**src/rtl/hmac_sha_sequencer.sv**
```systemverilog
// HMAC-SHA256 control sequencer for a single byte-stream SHA-256 core.
// Buffers (or pre-hashes) the key, then runs the inner pass
// (K^ipad || message) and the outer pass (K^opad || inner digest).
module hmac_sha_sequencer #(
  parameter int         BLOCK_BYTES = 64,
  parameter logic [7:0] IPAD        = 8'h36,
  parameter logic [7:0] OPAD        = 8'h5c
) (
  input  logic         clk,
  input  logic         reset,
  input  logic         start,
  input  logic         key_valid,
  output logic         key_ready,
  input  logic [7:0]   key_data,
  input  logic         key_last,
  input  logic         msg_valid,
  output logic         msg_ready,
  input  logic [7:0]   msg_data,
  input  logic         msg_last,
  output logic         busy,
  output logic         done,
  output logic [255:0] mac,
  output logic         sha_rst_n,
  output logic         sha_byte_rdy,
  output logic [7:0]   sha_data,
  output logic         sha_byte_stop,
  input  logic         sha_block_full,
  input  logic [255:0] sha_hash,
  input  logic         sha_done_hash
);

  localparam int         AW  = $clog2(BLOCK_BYTES);
  localparam logic [6:0] BLK = 7'(BLOCK_BYTES);

  typedef enum logic [3:0] {
    S_IDLE, S_KEY_LOAD, S_KEY_SPILL, S_KEY_FWD, S_KEY_FIN,
    S_CLR_I, S_IPAD, S_MSG, S_FIN_I,
    S_CLR_O, S_OPAD, S_DIG, S_FIN_O
  } state_t;

  state_t         state_reg, state_next;
  logic [6:0]     idx_reg;        // byte index inside the current feed state
  logic [6:0]     cnt_reg;        // key bytes buffered, saturates at BLK
  logic [7:0]     skid_reg;       // first key byte beyond one block
  logic           skid_last_reg;
  logic [7:0]     kbuf_reg [BLOCK_BYTES];
  logic [7:0]     inner_reg [32];
  logic [255:0]   mac_reg;
  logic           done_reg;
  logic [31:0][7:0] hash_bytes;   // hash_bytes[31] is the most significant byte

  logic sha_clr, take, idx_step, start_ok;
  logic key_wr, key_spill_in, hash_load, inner_load, mac_load;

  assign hash_bytes   = sha_hash;
  assign start_ok     = (state_reg == S_IDLE) && start && !done_reg;
  assign key_wr       = (state_reg == S_KEY_LOAD) && key_valid && (cnt_reg < BLK);
  assign key_spill_in = (state_reg == S_KEY_LOAD) && key_valid && (cnt_reg == BLK);
  assign hash_load    = (state_reg == S_KEY_FIN) && sha_done_hash;
  assign inner_load   = (state_reg == S_FIN_I) && sha_done_hash;
  assign mac_load     = (state_reg == S_FIN_O) && sha_done_hash;
  assign take         = sha_byte_rdy && !sha_block_full;
  // The first KEY_SPILL cycle is the core clear, so it advances the index too.
  assign idx_step     = (take && (state_reg inside {S_KEY_SPILL, S_IPAD, S_OPAD, S_DIG})) ||
                        ((state_reg == S_KEY_SPILL) && (idx_reg == 7'd0));

  assign busy      = (state_reg != S_IDLE);
  assign done      = done_reg;
  assign mac       = mac_reg;
  assign sha_rst_n = !(reset || sha_clr);

  // State register.
  always_ff @(posedge clk) begin
    if (reset) state_reg <= S_IDLE;
    else       state_reg <= state_next;
  end

  // Next-state decode and everything presented to the core and the byte sources.
  always_comb begin
    state_next    = state_reg;
    key_ready     = 1'b0;
    msg_ready     = 1'b0;
    sha_byte_rdy  = 1'b0;
    sha_data      = 8'h00;
    sha_byte_stop = 1'b0;
    sha_clr       = 1'b0;
    case (state_reg)
      S_IDLE: if (start_ok) state_next = S_KEY_LOAD;
      S_KEY_LOAD: begin
        key_ready = 1'b1;
        if (key_valid) begin
          if (cnt_reg == BLK) state_next = S_KEY_SPILL;
          else if (key_last)  state_next = S_CLR_I;
        end
      end
      S_KEY_SPILL: begin
        if (idx_reg == 7'd0) begin
          sha_clr = 1'b1;
        end else begin
          sha_byte_rdy = 1'b1;
          sha_data     = (idx_reg <= BLK) ? kbuf_reg[AW'(idx_reg - 7'd1)] : skid_reg;
          if (!sha_block_full && (idx_reg == BLK + 7'd1))
            state_next = skid_last_reg ? S_KEY_FIN : S_KEY_FWD;
        end
      end
      S_KEY_FWD: begin
        key_ready    = !sha_block_full;
        sha_byte_rdy = key_valid;
        sha_data     = key_data;
        if (key_valid && !sha_block_full && key_last) state_next = S_KEY_FIN;
      end
      S_KEY_FIN: begin
        sha_byte_stop = 1'b1;
        if (sha_done_hash) state_next = S_CLR_I;
      end
      S_CLR_I: begin
        sha_clr    = 1'b1;
        state_next = S_IPAD;
      end
      S_IPAD: begin
        sha_byte_rdy = 1'b1;
        sha_data     = kbuf_reg[idx_reg[AW-1:0]] ^ IPAD;
        if (!sha_block_full && (idx_reg == BLK - 7'd1)) state_next = S_MSG;
      end
      S_MSG: begin
        msg_ready    = !sha_block_full;
        sha_byte_rdy = msg_valid;
        sha_data     = msg_data;
        if (msg_valid && !sha_block_full && msg_last) state_next = S_FIN_I;
      end
      S_FIN_I: begin
        sha_byte_stop = 1'b1;
        if (sha_done_hash) state_next = S_CLR_O;
      end
      S_CLR_O: begin
        sha_clr    = 1'b1;
        state_next = S_OPAD;
      end
      S_OPAD: begin
        sha_byte_rdy = 1'b1;
        sha_data     = kbuf_reg[idx_reg[AW-1:0]] ^ OPAD;
        if (!sha_block_full && (idx_reg == BLK - 7'd1)) state_next = S_DIG;
      end
      S_DIG: begin
        sha_byte_rdy = 1'b1;
        sha_data     = inner_reg[idx_reg[4:0]];
        if (!sha_block_full && (idx_reg == 7'd31)) state_next = S_FIN_O;
      end
      S_FIN_O: begin
        sha_byte_stop = 1'b1;
        if (sha_done_hash) state_next = S_IDLE;
      end
      default: state_next = S_IDLE;
    endcase
  end

  // Counters, skid byte and result registers.
  always_ff @(posedge clk) begin
    if (reset) begin
      idx_reg       <= 7'd0;
      cnt_reg       <= 7'd0;
      skid_reg      <= 8'h00;
      skid_last_reg <= 1'b0;
      mac_reg       <= '0;
      done_reg      <= 1'b0;
    end else begin
      done_reg <= mac_load;
      if (mac_load) mac_reg <= sha_hash;
      if (state_next != state_reg) idx_reg <= 7'd0;
      else if (idx_step)           idx_reg <= idx_reg + 7'd1;
      if (start_ok)    cnt_reg <= 7'd0;
      else if (key_wr) cnt_reg <= cnt_reg + 7'd1;
      if (key_spill_in) begin
        skid_reg      <= key_data;
        skid_last_reg <= key_last;
      end
    end
  end

  // Key block: zeroed per MAC, filled MSB-first, or replaced by the key digest.
  always_ff @(posedge clk) begin
    for (int i = 0; i < BLOCK_BYTES; i++) begin
      if (reset || start_ok) begin
        kbuf_reg[i] <= 8'h00;
      end else if (hash_load) begin
        kbuf_reg[i] <= 8'h00;
        if (i < 32) kbuf_reg[i] <= hash_bytes[5'(31 - i)];
      end else if (key_wr && (cnt_reg == 7'(i))) begin
        kbuf_reg[i] <= key_data;
      end
    end
  end

  // Inner digest, stored byte 0 = most significant.
  always_ff @(posedge clk) begin
    for (int i = 0; i < 32; i++) begin
      if (inner_load) inner_reg[i] <= hash_bytes[5'(31 - i)];
    end
  end

endmodule

```
**config.mk**
```make
export PLATFORM = sky130hd
export DESIGN_NAME = hmac_sha_sequencer
export DESIGN_NICKNAME = d
export VERILOG_FILES = /design/src/rtl/hmac_sha_sequencer.sv
export SDC_FILE = /design/constraint.sdc
export NUM_CORES = 2
export LEC_CHECK = 0
export CAP_MARGIN = 20
export CORE_MARGIN = 5
export CORE_UTILIZATION = 56
export DETAILED_ROUTE_END_ITERATION = 8
export PLACE_DENSITY_LB_ADDON = 0.12
export SYNTH_ARGS = -nofsm -noshare
export SYNTH_HDL_FRONTEND = slang
export SYNTH_SLANG_ARGS = --single-unit
```
**constraint.sdc**
```tcl
create_clock -name clk -period 8.3 [get_ports clk]
set_input_delay 0.83 -clock clk [delete_from_list [all_inputs] [get_ports clk]]
set_output_delay 0.83 -clock clk [all_outputs]
set_load 0.03 [all_outputs]
```
==> impl_metrics.env <==
export IMPL_run_status="finished, final reports clean"
export IMPL_layout_common_cells="640 x edfxtp_1, 616 x nand2_1, 542 x clkdlybuf4s50_1"
export IMPL_postCtsSetupRepairBufs=0
export IMPL_crit_type="flop to primary output"
export IMPL_cts_buffers=97
export IMPL_ys_seq_elements=930
export IMPL_synth_edf_count=640
export IMPL_register_area_um2=25040
export IMPL_dpl_hpwl_um=115000
export IMPL_period_share=0.8109
export IMPL_layout_drive_gt1_share=0.1466
export IMPL_crit_path_start_kind="flop"
export IMPL_drt_iter0_drc=4736
export IMPL_netlist_instances=3535
export IMPL_hold_viol_final=0
export IMPL_finalSetupViolations=0
export IMPL_netlist_area_um2=44350
export IMPL_firstDrtPassIters=7
export IMPL_cts_resized=0
export IMPL_grt_total_usage=0.3681
export IMPL_num_rows=103
export IMPL_synth_fp_nets=3823
export IMPL_hp_class="flop to flop"
export IMPL_period_needed_ns=6.730
export IMPL_vias_per_cell=6.545
export IMPL_core_area_um2=78740
export IMPL_fin_tns_setup_ns=0
export IMPL_cts_tree="built"
export IMPL_multiInputGateArea_um2=18020
export IMPL_grt_max_degree=192
export IMPL_clock_skew_ns=0.03194
export IMPL_start_util=0.5633
export IMPL_ant_nets=0
export IMPL_final_common_cell="edfxtp_1"
export IMPL_nets=4243
export IMPL_endpoint_kind="primary output"
export IMPL_drv_cap=0
export IMPL_yosys_most_used_dff="edfxtp_1"
export IMPL_cts_max_level=3
export IMPL_cp_max_fo=61
export IMPL_io_buffers=551
export IMPL_pin_count=552
export IMPL_largest_reg_flops=512
export IMPL_r2r_cells=9
export IMPL_grt_pass1_wl_um=229600
export IMPL_num_vias=33360
export IMPL_die_y_um=291.4
export IMPL_maxSlewViolCount=0
export IMPL_worst_pin_slew_ns=1.135
export IMPL_cts_sinks=930
export IMPL_finalWirelength_um=160900
export IMPL_rsz0062_at_grt="false"
export IMPL_wire_per_inst_um=31.56
export IMPL_die_width_um=291.4
export IMPL_cts_hold_buffers=0
export IMPL_grt_pass1_vias=31880
export IMPL_drc=0
export IMPL_clkTransAtPathRegs_ns=0.06
export IMPL_holdPathStages=2
export IMPL_antenna_found_initial=15
export IMPL_relSlewSlack=0.2408
export IMPL_finish_utilization=0.6850
export IMPL_ys_seq_area_frac=0.5642
export IMPL_gp_congestion=1.026
export IMPL_clockRootBuffer="clkbuf_16"
export IMPL_setup_ws_ns=1.570
export IMPL_required_ns=7.47
export IMPL_yosys_warnings=0
export IMPL_crit_arrival_ns=5.90
export IMPL_leakage_nw=18.35
export IMPL_area_growth_pct=21.61
export IMPL_ir_worst_vdd_mv=0.1712
export IMPL_clock_fmax_mhz=148.6
export IMPL_nFillCells=5675
export IMPL_synthArstFlopShare=0
export IMPL_clockBufferDepth=3
export IMPL_power_density_nw_per_um2=196.6
export IMPL_grt_ovfl_total=0
export IMPL_pre_cts_ws_ns=2.437
export IMPL_dieArea_um2=84930
export IMPL_synth_avg_cell_area_um2=12.55
export IMPL_synth_cell_types=67
export IMPL_clk_latency_ns=0.68
metal layers:
layer | global-route usage | part of all wire | wire length, um
met4 | 0.1901 | 0.065 | 10380
met3 | 0.1003 | 0.12 | 19380
met1 | 0.4832 | 0.36 | 57420
met5 | 0 | 0.00039 | 62
met2 | 0.5686 | 0.46 | 73630
final cells by class:
| class | count | area share |
|---|---|---|
| antenna | 9 | 0.0004175 |
| clock buffer | 120 | 0.04902 |
| clock inverter | 62 | 0.01274 |
| inverter | 10 | 0.0006959 |
| multi-input combinational | 2283 | 0.3342 |
| sequential | 930 | 0.4642 |
| tap | 1050 | 0.02436 |
| timing repair buffer | 633 | 0.1144 |
report_power, final:
group / internal, mW / switching (mW) / total, mW
Sequential: 5.16 / 0.168 / 5.33
Clock: 2.63 / 1.92 / 4.54
Combinational: 0.321 / 0.408 / 0.728
Total: 8.11 / 2.49 / 10.6
cell families (layout without fill, tap and decap cells):
kind of cell             Yosys count  in the layout  synth area share
AND/OR/NAND/NOR                 1309           1309            0.1443
flip-flops                       930            930            0.5642
buffers and inverters            322            825           0.03140
XOR/XNOR                          18             18          0.003978
multiplexers                     362            362            0.1689
AO/OA/AOI/OAI                    587            587           0.08528
other                              0              9                 0
adder cells (fa/ha/maj)            7              7          0.001975
final timing paths:
path | startpoint | endpoint | slack [ns]
max reg2reg | idx_reg[0] | idx_reg[4] | 4.08
min | mac[154] | mac[154] | 0.45
max | idx_reg[0] | sha_data[1] | 1.57
min reg2reg | mac[154] | mac[154] | 0.45
synthesized netlist by cell type (4+ instances only):
master     count  area, um2
nor2_1        92      345.3
a32oi_1        4      35.03
edfxtp_1     640      19220
clkbuf_1     223      837.1
a22o_1       138       1209
ha_1           7      87.58
o31ai_1        6      45.04
a22oi_1       30      225.2
dfxtp_1      290       5806
buf_2         44      220.2
nor2b_1       12      75.07
a31oi_1       10      62.56
and3_1         9      56.30
nor4_1         9      56.30
a2111oi_0      5      43.79
nor4b_1        5      43.79
nand2b_1      45      281.5
o22ai_1       15      93.84
nand4_1       19      118.9
a21oi_1      289       1446
o211ai_1       4      30.03
buf_1         14      52.55
buf_6          4      45.04
nand3_1       34      170.2
inv_1          9      33.78
nand2_1      616       2312
xnor2_1       14      122.6
and2_1       406       2540
o21ai_0       44      220.2
mux2i_1       51      510.5
a221oi_1      15      131.4
nor3_1        38      190.2
o2111ai_1      7      61.31
mux4_2       309       6959
buf_4         26      195.2
worst max-delay path: stages, from the launching register on:
cell             delay, ns
dfxtp_4               0.72
clkinv_1              0.46
ha_4                  1.01
buf_4                 0.48
mux4_2                0.37
mux2i_1               0.16
o22ai_1               0.09
nor4_1                0.92
or3_1                 0.21
nand3_1               0.11
clkdlybuf4s50_1       0.62
per-stage QoR:
| stage | cells | area, um2 | power [mW] | hold slack (ns) |
|---|---|---|---|---|
| 2_1_floorplan | 3535 | 44350 | 5.668 | 0.4587 |
| 3_3_place_gp | 4898 | 50540 | 6.118 | 0.4403 |
| 3_5_place_dp | 4902 | 50560 | 6.125 | 0.4453 |
| 4_1_cts | 5084 | 53900 | 10.60 | 0.4536 |
| 5_1_grt | 5095 | 53930 | 10.85 | 0.4692 |
| 6_report | 5097 | 53940 | 10.60 | 0.4520 |
Power figures use the tool's default switching activity.
